## config.mk

```make
export PLATFORM = sky130hd
export DESIGN_NAME = pc_fetch_unit_flat
export DESIGN_NICKNAME = d
export VERILOG_FILES = /design/src/rtl/pc_fetch_unit_if.sv /design/src/rtl/pc_fetch_unit.sv /design/src/flat_wrapper.sv
export SDC_FILE = /design/constraint.sdc
export NUM_CORES = 1
export LEC_CHECK = 0
export CORE_UTILIZATION = 45
export CTS_BUF_LIST = sky130_fd_sc_hd__clkbuf_4
export DETAILED_ROUTE_END_ITERATION = 10
export GPL_TIMING_DRIVEN = 0
export PLACE_DENSITY = 0.77
export SLEW_MARGIN = 20
export SYNTH_ARGS = -nofsm -noshare
export SYNTH_HDL_FRONTEND = slang
export SYNTH_SLANG_ARGS = --single-unit
```

## constraint.sdc

```tcl
create_clock -name clk -period 2.9 [get_ports clk]
set_input_delay 0.58 -clock clk [delete_from_list [all_inputs] [get_ports clk]]
set_output_delay 0.58 -clock clk [all_outputs]
set_load 0.1 [all_outputs]
```

## src/rtl/pc_fetch_unit_if.sv

```systemverilog
// Fetch-unit bus bundle: redirect input, imem request/response, decode handoff.
// The master side is the fetch unit; the slave side is its environment.
interface pc_fetch_unit_if;
  logic        redirect_valid;
  logic [31:0] redirect_target;
  logic        mem_req;
  logic [31:0] mem_addr;
  logic        mem_gnt;
  logic        mem_rvalid;
  logic [31:0] mem_rdata;
  logic        dec_valid;
  logic [31:0] dec_pc;
  logic [31:0] dec_instr;
  logic        dec_ready;
  logic        misalign_err;
  logic [31:0] err_addr;

  modport master (
    input  redirect_valid,
    input  redirect_target,
    input  mem_gnt,
    input  mem_rvalid,
    input  mem_rdata,
    input  dec_ready,
    output mem_req,
    output mem_addr,
    output dec_valid,
    output dec_pc,
    output dec_instr,
    output misalign_err,
    output err_addr
  );

  modport slave (
    output redirect_valid,
    output redirect_target,
    output mem_gnt,
    output mem_rvalid,
    output mem_rdata,
    output dec_ready,
    input  mem_req,
    input  mem_addr,
    input  dec_valid,
    input  dec_pc,
    input  dec_instr,
    input  misalign_err,
    input  err_addr
  );
endinterface

```

## src/rtl/pc_fetch_unit.sv

```systemverilog
// PC owner and single-outstanding instruction fetcher feeding decode.
// Aligned redirects retarget the PC and squash stale fetched data.
module pc_fetch_unit #(
  parameter logic [31:0] RESET_PC = 32'h0000_0000,
  parameter int unsigned PC_STEP  = 4
) (
  input logic             clk,
  input logic             rst,
  pc_fetch_unit_if.master bus
);

  localparam logic [31:0] STEP = 32'(PC_STEP);

  typedef enum logic [1:0] {
    S_REQ,
    S_WAIT,
    S_OUT
  } state_t;

  state_t      r_state;
  state_t      w_state_nxt;
  logic [31:0] r_pc;
  logic [31:0] w_pc_nxt;
  logic [31:0] r_inflight_pc;
  logic [31:0] w_inflight_nxt;
  logic        r_squash;
  logic        w_squash_nxt;
  logic        r_dec_valid;
  logic        w_dec_valid_nxt;
  logic [31:0] r_dec_pc;
  logic [31:0] w_dec_pc_nxt;
  logic [31:0] r_dec_instr;
  logic [31:0] w_dec_instr_nxt;
  logic        r_misalign;
  logic [31:0] r_err_addr;
  logic        w_req;
  logic        w_redir_ok;
  logic        w_redir_bad;

  assign w_redir_ok  = bus.redirect_valid &
                       (bus.redirect_target[1:0] == 2'b00);
  assign w_redir_bad = bus.redirect_valid &
                       (bus.redirect_target[1:0] != 2'b00);

  always_comb begin
    w_state_nxt     = r_state;
    w_pc_nxt        = r_pc;
    w_inflight_nxt  = r_inflight_pc;
    w_squash_nxt    = r_squash;
    w_dec_valid_nxt = r_dec_valid;
    w_dec_pc_nxt    = r_dec_pc;
    w_dec_instr_nxt = r_dec_instr;
    w_req           = 1'b0;
    unique case (r_state)
      S_REQ: begin
        // A redirect suppresses the request so a grant cannot slip through.
        w_req = ~w_redir_ok;
        if (w_redir_ok) begin
          w_pc_nxt = bus.redirect_target;
        end else if (bus.mem_gnt) begin
          w_inflight_nxt = r_pc;
          w_pc_nxt       = r_pc + STEP;
          w_state_nxt    = S_WAIT;
        end
      end
      S_WAIT: begin
        if (w_redir_ok) begin
          w_pc_nxt = bus.redirect_target;
          if (bus.mem_rvalid) begin
            w_squash_nxt = 1'b0;
            w_state_nxt  = S_REQ;
          end else begin
            w_squash_nxt = 1'b1;
          end
        end else if (bus.mem_rvalid) begin
          if (r_squash) begin
            w_squash_nxt = 1'b0;
            w_state_nxt  = S_REQ;
          end else begin
            w_dec_pc_nxt    = r_inflight_pc;
            w_dec_instr_nxt = bus.mem_rdata;
            w_dec_valid_nxt = 1'b1;
            w_state_nxt     = S_OUT;
          end
        end
      end
      S_OUT: begin
        if (w_redir_ok) begin
          w_pc_nxt        = bus.redirect_target;
          w_dec_valid_nxt = 1'b0;
          w_state_nxt     = S_REQ;
        end else if (bus.dec_ready) begin
          w_dec_valid_nxt = 1'b0;
          w_state_nxt     = S_REQ;
        end
      end
      default: begin
        w_state_nxt = S_REQ;
      end
    endcase
  end

  always_ff @(posedge clk) begin
    if (rst) begin
      r_state       <= S_REQ;
      r_pc          <= RESET_PC;
      r_inflight_pc <= 32'h0;
      r_squash      <= 1'b0;
      r_dec_valid   <= 1'b0;
      r_dec_pc      <= 32'h0;
      r_dec_instr   <= 32'h0;
      r_misalign    <= 1'b0;
      r_err_addr    <= 32'h0;
    end else begin
      r_state       <= w_state_nxt;
      r_pc          <= w_pc_nxt;
      r_inflight_pc <= w_inflight_nxt;
      r_squash      <= w_squash_nxt;
      r_dec_valid   <= w_dec_valid_nxt;
      r_dec_pc      <= w_dec_pc_nxt;
      r_dec_instr   <= w_dec_instr_nxt;
      r_misalign    <= w_redir_bad;
      if (w_redir_bad) begin
        r_err_addr <= bus.redirect_target;
      end
    end
  end

  assign bus.mem_req      = w_req & ~rst;
  assign bus.mem_addr     = r_pc;
  assign bus.dec_valid    = r_dec_valid;
  assign bus.dec_pc       = r_dec_pc;
  assign bus.dec_instr    = r_dec_instr;
  assign bus.misalign_err = r_misalign;
  assign bus.err_addr     = r_err_addr;

endmodule

```

## src/flat_wrapper.sv

```systemverilog
// flat-port wrapper written by rule: the top's interface ports become plain ports
module pc_fetch_unit_flat 
#(
  parameter logic [31:0] RESET_PC = 32'h0000_0000,
  parameter int unsigned PC_STEP  = 4
)
  (clk, rst, bus_redirect_valid, bus_redirect_target, bus_mem_gnt, bus_mem_rvalid, bus_mem_rdata, bus_dec_ready, bus_mem_req, bus_mem_addr, bus_dec_valid, bus_dec_pc, bus_dec_instr, bus_misalign_err, bus_err_addr);
  pc_fetch_unit_if bus_i ();
  input logic clk;
  input logic rst;
  input wire logic [$bits(bus_i.redirect_valid)-1:0] bus_redirect_valid;
  input wire logic [$bits(bus_i.redirect_target)-1:0] bus_redirect_target;
  input wire logic [$bits(bus_i.mem_gnt)-1:0] bus_mem_gnt;
  input wire logic [$bits(bus_i.mem_rvalid)-1:0] bus_mem_rvalid;
  input wire logic [$bits(bus_i.mem_rdata)-1:0] bus_mem_rdata;
  input wire logic [$bits(bus_i.dec_ready)-1:0] bus_dec_ready;
  output wire logic [$bits(bus_i.mem_req)-1:0] bus_mem_req;
  output wire logic [$bits(bus_i.mem_addr)-1:0] bus_mem_addr;
  output wire logic [$bits(bus_i.dec_valid)-1:0] bus_dec_valid;
  output wire logic [$bits(bus_i.dec_pc)-1:0] bus_dec_pc;
  output wire logic [$bits(bus_i.dec_instr)-1:0] bus_dec_instr;
  output wire logic [$bits(bus_i.misalign_err)-1:0] bus_misalign_err;
  output wire logic [$bits(bus_i.err_addr)-1:0] bus_err_addr;
  assign bus_i.redirect_valid = bus_redirect_valid;
  assign bus_i.redirect_target = bus_redirect_target;
  assign bus_i.mem_gnt = bus_mem_gnt;
  assign bus_i.mem_rvalid = bus_mem_rvalid;
  assign bus_i.mem_rdata = bus_mem_rdata;
  assign bus_i.dec_ready = bus_dec_ready;
  assign bus_mem_req = bus_i.mem_req;
  assign bus_mem_addr = bus_i.mem_addr;
  assign bus_dec_valid = bus_i.dec_valid;
  assign bus_dec_pc = bus_i.dec_pc;
  assign bus_dec_instr = bus_i.dec_instr;
  assign bus_misalign_err = bus_i.misalign_err;
  assign bus_err_addr = bus_i.err_addr;
  pc_fetch_unit #(.RESET_PC(RESET_PC), .PC_STEP(PC_STEP)) u_core (.clk(clk), .rst(rst), .bus(bus_i));
endmodule
```

; ---- Word-level counts from Yosys, hierarchy flattened
; Cells that the tools add are included.
[op_classes]
bitwise = 6
reduce_logical = 13
n_eq_ne = 10
muxes = 23
add_sub_neg = 1
[ops]
columns = operator, count
row1 = two-way mux 32 bit, 3
row2 = one-hot mux 32 bit (2 select lines), 1
row3 = adder 32 x 3 -> 32 bit (second input constant), 1
row4 = two-way mux 2 bit, 8
row5 = inequality test 2 bit (second input constant), 5
row6 = two-way mux 1 bit, 9
row7 = AND reduction 4 bit, 2
row8 = nonzero test 2 bit, 4
row9 = inequality test 3 x 2 -> 1 bit (second input constant), 2
row10 = one-hot mux 2 bit (3 select lines), 1
row11 = AND reduction 3 bit, 2
row12 = AND reduction 5 bit, 1
row13 = zero test 2 bit, 2
row14 = AND 1 bit, 3
row15 = NOT 1 bit, 3
row16 = == test 2 x 1 -> 1 bit (second input constant), 1
row17 = == test 2 bit (second input constant), 1
row18 = inequality test 2 x 1 -> 1 bit (second input constant), 1
row19 = one-hot mux 1 bit (2 select lines), 1
row20 = AND reduction 2 bit, 1
row21 = OR reduction 2 bit, 1
[word_totals]
input_bits = 70
wordCells = 62
out_inout_bits = 131
ff_bits = 165

; ---- Depth between registers and ports, before layout
; Gate-level depths: netlist (run 1).
[depth]
word_depth = 5
ltp_mapped = 8
ltp_nobuf = 6

; ---- Least setup slack after synthesis (run 1)
; No wires, ideal clock.
[synth_timing]
path_kind = register to register
from = register u_core.r_pc[2], in the netlist u_core.bus.mem_addr[2]
to = register u_core.r_pc[30], in the netlist u_core.bus.mem_addr[30]
path_buffers = 1
arrival_ns = 2.770
required_ns = 2.780
path_stages_with_launch = 7
path_slack_ns = 0.010
path_cell_list = dfxtp_1 -> ha_1 -> nand3_2 -> or4_4 -> buf_6 -> o31a_1 -> a211o_1
[synth_via]
elab_chain_len = 4
[synth_rtl]
columns = item, line_no
row1 = start: declaration, pc_fetch_unit.sv:22  ; logic [31:0] r_pc;
row2 = start signal: assignment, pc_fetch_unit.sv:116  ; r_pc <= w_pc_nxt;
row3 = adder 32 x 3 -> 32 bit, pc_fetch_unit.sv:62  ; w_pc_nxt = r_pc + STEP;
row4 = two-way mux 32 bit, pc_fetch_unit.sv:60  ; end else if (bus.mem_gnt) begin
row5 = two-way mux 32 bit, pc_fetch_unit.sv:58  ; if (w_redir_ok) begin
row6 = one-hot mux 32 bit (2 select lines), pc_fetch_unit.sv:54  ; unique case (r_state)
; Every way passes these cells. The select of a mux whose other input is x is not followed.
; A chain may end at the register's enable or synchronous reset.

; ---- Worst setup path in the final report (run 1)
[layout_timing]
from = register u_core.r_pc[12], in the netlist u_core.bus.mem_addr[12]
to = output port bus_mem_addr[12]
[layout_lines]
columns = item, line_no
row1 = end: declaration, flat_wrapper.sv:18  ; output wire logic [$bits(bus_i.mem_addr)-1:0] bus_mem_addr;
; No word-level cell between the ends.

==> results.toml, run 1 <==
[synth]
synth_ff_type = "dfxtp_1"
yosys_warnings = 0
synth-seq-cells = 165
synth-edff-count = 0
synth_top_area_cell = "dfxtp_1"
syn-cell-area_um2 = 6800
synth.most_common_cell = "nand2_1"
synthDistinctLibCells = 66
postSynthAreaPerCell_um2 = 7.96
syn_nets = 930
synth.area.top_cells = "dfxtp_1 (49%), nand2_1 (15%), a21oi_1 (10%), clkbuf_1 (2.2%), nand4_1 (1.2%)"
yosysTopAreaCellShare_pct = 48.6
ys_async_sr_fraction_pct = 0
synth_common_cells = "nand2_1 (274), dfxtp_1 (165), a21oi_1 (140)"
netlist_instances = 855
synth-seq-area-share_pct = 48.6

[placement]
io_buffers = 197
detailed_place_hpwl_um = 15800
place_congestion = 0.925

[grt]
grtUsageMet3_pct = 5.48
antenna_found_initial = 1
grt_pass1_wl_um = 34100
grt_pass1_vias = 6554
grt_max_degree = 17
track_usage_pct = 27.6
met2_usage_pct = 42.4
overflow = 0
use_met1_pct = 37.1
grt.busiest_layer = "met2"

[timing]
fmax_mhz = 355
fin_crit_sh_pct = 97.1
fin_crit_ns = 2.82
worstMarginPinSlew_ns = 1.02
maxSlewViolCount = 0
rsz0062_at_grt = "false"
finClkSkew_ns = 0.0166
relSlewSlack_pct = 32.0
hold_viol = 0
setup_viol = 0
final.setup.tns_ns = 0

[cts]
cts.clk_slew.worst_paths_ns = 0.13
cts_sinks = 165
clock_latency_ns = 0.59
cts_buffers = 17
clock_path_buffers = 2
post-cts-setup-buffers = 0
cts-root-buf = "clkbuf_4"
cts_max_level = 4
cts_tree = "built"
hold_buffers = 0

[die]
die_h_um = 125
ios = 201
core_area_um2 = 14600
num_rows = 44
dieArea_um2 = 15600
fp.dieW_um = 125
start_util_pct = 46.5

[power]
ir_drop_mv = 0.292
power_switching_uw = 2050
p_clk_share_pct = 24.4
internal_power_uw = 3280
p_per_area_nw_per_um2 = 576
p_seq_share_pct = 47.0
switching_share_pct = 38.5
power_frac_comb_pct = 28.6
leakage_uw = 0.00328

[route]
dr.pass1.iters = 9
avgViaCountPerCell = 5.57
drt-initial-drc-count = 752
vias = 7057
drt-total-wl_um = 21500
drcViolationCount = 12
postRouteAntennaNets = 0
routedWlPerCell_um = 17.0

[critical_path]
rr_worst_depth = 6
startpoint_type = "flop"
crit_fanout = 5
crit_buf_inv = 1
critical-path-top-delay-family = "buffers and inverters"
r2r_start = "u_core.r_state[0]"
rr_endpoint = "u_core.bus.mem_addr[14]"
worst-setup-path-type = "reg2out"
required_ns = 2.32
slowest_delay_ns = 1.18
slowest_stage = "clkdlybuf4s50_1"
crit_chain = "clkdlybuf4s50_1"
r2r_slack_ns = 0.40
cp.depth = 1
cp-end-kind = "output pin"
arrival_ns = 2.24

[final_layout]
finalNetCount = 1146
areaGrowthSynthToFinish_pct = 36.0
finalCoreUtilization_pct = 63.2
fillCellCount = 1359
drive_above_1_share_pct = 6.01

[job]
max_cap_viol_count = 0

[hold_path]
hp-start = "bus_redirect_target[1]"
hold_depth = 3
hp-class = "in2reg"
min_to = "u_core.bus.err_addr[1]"

[outcome]
status = "finished, violations left"
violations = "DRC"
repair_timing:
| item | CTS | global route |
|---|---|---|
| endpoints found under the setup margin | 18 | 8 |
| pin swaps | 0 | 0 |
| gates resized for setup | 24 | 8 |
cell usage in the layout (no fill, tap or decap), types with 3 or more instances in the layout:
cell	count
a211oi_1	3
a21oi_1	140
a22oi_1	10
a311oi_1	4
a31oi_1	5
and3_1	8
and4_1	4
buf_2	15
clkbuf_1	40
clkbuf_4	20
clkdlybuf4s50_1	170
clkinv_1	5
dfxtp_1	165
dlygate4sd2_1	18
dlymetal6s2s_1	8
ha_1	5
inv_1	11
nand2_1	274
nand3_1	15
nand4_1	13
nor2_1	13
nor3_1	12
nor4_1	8
o211ai_1	9
o21ai_0	10
o221ai_1	5
o22ai_1	5
o311ai_0	4
o31a_1	4
o31ai_1	3
o32ai_1	5
or3_1	5
or4_1	10
sequential cells by signal, summed over array words and instances, names as in the netlist, 2 cells and up:
signal,flops
u_core.r_inflight_pc,32
u_core.r_state,2
u_core.bus.dec_instr,32
u_core.bus.err_addr,32
u_core.bus.mem_addr,32
u_core.bus.dec_pc,32
routing by layer:
layer	vias up	share of wire (%)
met1	3216	43
met4	0	3.2
met3	68	8.5
li1	3420	-
met5	-	0
met2	353	45
cell type report:
| type | instances | area (um2) | share of cell area (%) |
|---|---|---|---|
| antenna | 1 | 2.50 | 0.0270 |
| multi-input combinational | 614 | 3160 | 34.1 |
| clock inverter | 11 | 110 | 1.19 |
| tap | 184 | 230 | 2.49 |
| buffer | 64 | 295 | 3.19 |
| sequential | 165 | 3300 | 35.7 |
| clock buffer | 19 | 143 | 1.54 |
| inverter | 12 | 45.0 | 0.487 |
| timing repair buffer | 197 | 1970 | 21.3 |
power by group through the flow:
| stage | Combinational (uW) | Clock [uW] | Sequential [uW] |
|---|---|---|---|
| after floorplan | 456 | 0 | 3150 |
| after global placement | 1520 | 0 | 2550 |
| after detailed placement | 1530 | 0 | 2550 |
| after CTS | 1520 | 1320 | 2500 |
| after global routing | 1600 | 1430 | 2520 |
| final | 1530 | 1300 | 2500 |
cells by family (layout without fill, tap and decap cells):
family	after synthesis	count (layout)	synth area share (%)
compound gates	225	225	19.8
fa+ha+maj	5	5	0.920
flops	165	165	48.6
mux	1	1	0.147
simple gates	383	383	25.5
other cells	0	1	0
buf+inv	76	303	5.00
worst max path at each step:
stage / startpoint / to
floorplan: u_core.bus.mem_addr[2] / u_core.bus.mem_addr[30]
global placement: bus_redirect_valid / bus_mem_req
detailed placement: bus_redirect_valid / bus_mem_req
CTS: u_core.bus.mem_addr[5] / bus_mem_addr[5]
global route: u_core.bus.mem_addr[12] / bus_mem_addr[12]
finish: u_core.bus.mem_addr[12] / bus_mem_addr[12]
per-stage QoR:
| stage | cells | worst slack, ns | total power (uW) | area [um2] | hold slack, ns |
|---|---|---|---|---|---|
| detailed placement | 1236 | -0.896 | 4080 | 9000 | 0.443 |
| global route | 1267 | 0.0225 | 5550 | 9260 | 0.268 |
| finish | 1267 | 0.0835 | 5330 | 9260 | 0.296 |
| floorplan | 855 | 0.0102 | 3610 | 6800 | 0.432 |
| CTS | 1266 | 0.000499 | 5330 | 9230 | 0.255 |
| global placement | 1236 | -0.866 | 4070 | 9000 | 0.439 |
Note: power is estimated with default switching activity, not from simulation.
==> inputs of run 2 (changes only) <==
==> constraint.sdc (replaced) <==
create_clock -name clk -period 2.9 [get_ports clk]
set_input_delay 0.725 -clock clk [delete_from_list [all_inputs] [get_ports clk]]
set_output_delay 0.725 -clock clk [all_outputs]
set_load 0.1 [all_outputs]
==> results.toml, run 2 (synthesis gave the netlist of run 1 again) <==
[outcome]
status = "finished, violations left"
violations = "DRC"

[final_layout]
final_cell_mix = "nand2_1 (274), dfxtp_1 (165), clkdlybuf4s50_1 (156), a21oi_1 (140), clkbuf_1 (40)"
stdcell_area_um2 = 9250
areaGrowthSynthToFinish_pct = 36.0
finalNetCount = 1146
finalCoreUtilization_pct = 63.2
instances_no_fill = 1267
drive_above_1_share_pct = 6.10
mostFrequentLayoutCell = "nand2_1"

[timing]
fin_crit_sh_pct = 97.9
finClkSkew_ns = 0.0215
relSlewSlack_pct = 32.4
maxSlewViolCount = 0
worstMarginPinSlew_ns = 1.01
fmax_mhz = 352
setup_viol = 0
rsz0062_at_grt = "false"
fin_crit_ns = 2.84
hold_viol = 0
timing.final.ws_setup_ns = 0.0623

[critical_path]
worst-setup-path-type = "in2out"
cp-end-kind = "output pin"
slowest_stage = "or3b_2"
crit_buf_inv = 4
crit_fanout = 10
slowest_delay_ns = 0.48
startpoint_type = "input port"
arrival_ns = 2.11
r2r_slack_ns = 0.40
critical-path-top-delay-family = "buffers and inverters"
crit_chain = "buf_2 > or3b_2 > clkbuf_4 > buf_4 > and3_1 > buf_8"
required_ns = 2.17

[cts]
cts.clk_slew.worst_paths_ns = 0.13
cts_tree = "built"
cts_sinks = 165
cts_max_level = 4
post-cts-setup-buffers = 0
clock_path_buffers = 2
hold_buffers = 0
clock_latency_ns = 0.59
cts-root-buf = "clkbuf_4"
cts_buffers = 17

[grt]
grt_pass1_vias = 6582
antenna_found_initial = 1
grt_pass1_wl_um = 34100
track_usage_pct = 27.6
grt_max_degree = 17
overflow = 0

[power]
power_uw = 5320
p_per_area_nw_per_um2 = 575
ir_drop_mv = 0.292
leakage_uw = 0.00338

[placement]
detailed_place_hpwl_um = 15800
place_ws_ns = -1.19
dp_cells = 1236
placedInstanceArea_um2 = 9000
io_buffers = 197
place_congestion = 0.925

[route]
drcViolationCount = 12
routedWlPerCell_um = 17.0
avgViaCountPerCell = 5.59
vias = 7079
drt-initial-drc-count = 714
drt-total-wl_um = 21500
postRouteAntennaNets = 0
dr.pass1.iters = 8

[die]
core_area_um2 = 14600
fp.dieW_um = 125
ios = 201
start_util_pct = 46.5
die_h_um = 125
dieArea_um2 = 15600
num_rows = 44

[hold_path]
hp-class = "in2reg"

[job]
max_cap_viol_count = 0
## run 2: cell types whose count changed in the layout (fill, tap and decap cells not counted)
cell / previous run / this run
clkdlybuf4s50_1: 170 / 156
dlygate4sd2_1: 18 / 29
dlymetal6s2s_1: 8 / 10
buf_8: 0 / 1
## run 2: timing repair
| item | in CTS | in global routing |
|---|---|---|
| endpoints found under the setup margin | 30 | 11 |
| cloned | 0 | 0 |
| gates resized for setup | 40 | 12 |
## run 2: final cells by class
cell class,instances,area (um2)
fillers,1370,5390
flip-flops and latches,165,3300
multi-input cells,614,3160
repair buffers,197,1960
plain buffers,64,298
well taps,184,230
clock buffers,19,143
clock inverters,11,110
inverters,12,45.0
diodes,1,2.50
## run 2: worst paths after layout
check                                from                 endpoint  depth (start not counted)
hold reg to reg   u_core.r_inflight_pc[3]     u_core.bus.dec_pc[3]                          2
setup reg to reg        u_core.r_state[1]  u_core.bus.dec_instr[2]                          8
setup / recovery   bus_redirect_target[0]              bus_mem_req                          6
hold / removal         bus_redirect_valid   u_core.bus.err_addr[1]                          3
## run 2: worst reg2reg max path: cells and delay by family (launching register included)
kind,cells,cell delay (ns)
and+or+nand+nor,2,0.53
buffers and inverters,4,1.13
DFF,1,0.35
adders and majority gates,1,0.24
AOI/OAI and AO/OA,1,0.16
## run 2: power breakdown
group          switching, uW  leakage, uW  total, uW  internal (uW)
registers                126      0.00134       2500           2380
clock network            789     0.000139       1300            512
logic                   1130      0.00190       1520            384
total                   2050      0.00338       5320           3270
## run 2: per-stage QoR
stage	setup TNS (ns)	hold slack [ns]
after floorplan	0	0.432
after global placement	-11.63	0.439
after detailed placement	-14.02	0.443
after CTS	-0.00729	0.400
after global routing	0	0.414
final	0	0.435
## run 2: layer usage
| layer | up-vias | track usage, % | share of wire (%) |
|---|---|---|---|
| li1 | 3423 | - | - |
| met4 | 0 | 13.6 | 2.9 |
| met3 | 50 | 5.35 | 8.0 |
| met2 | 336 | 42.7 | 46 |
| met1 | 3270 | 37.1 | 44 |
| met5 | - | 0 | 0 |
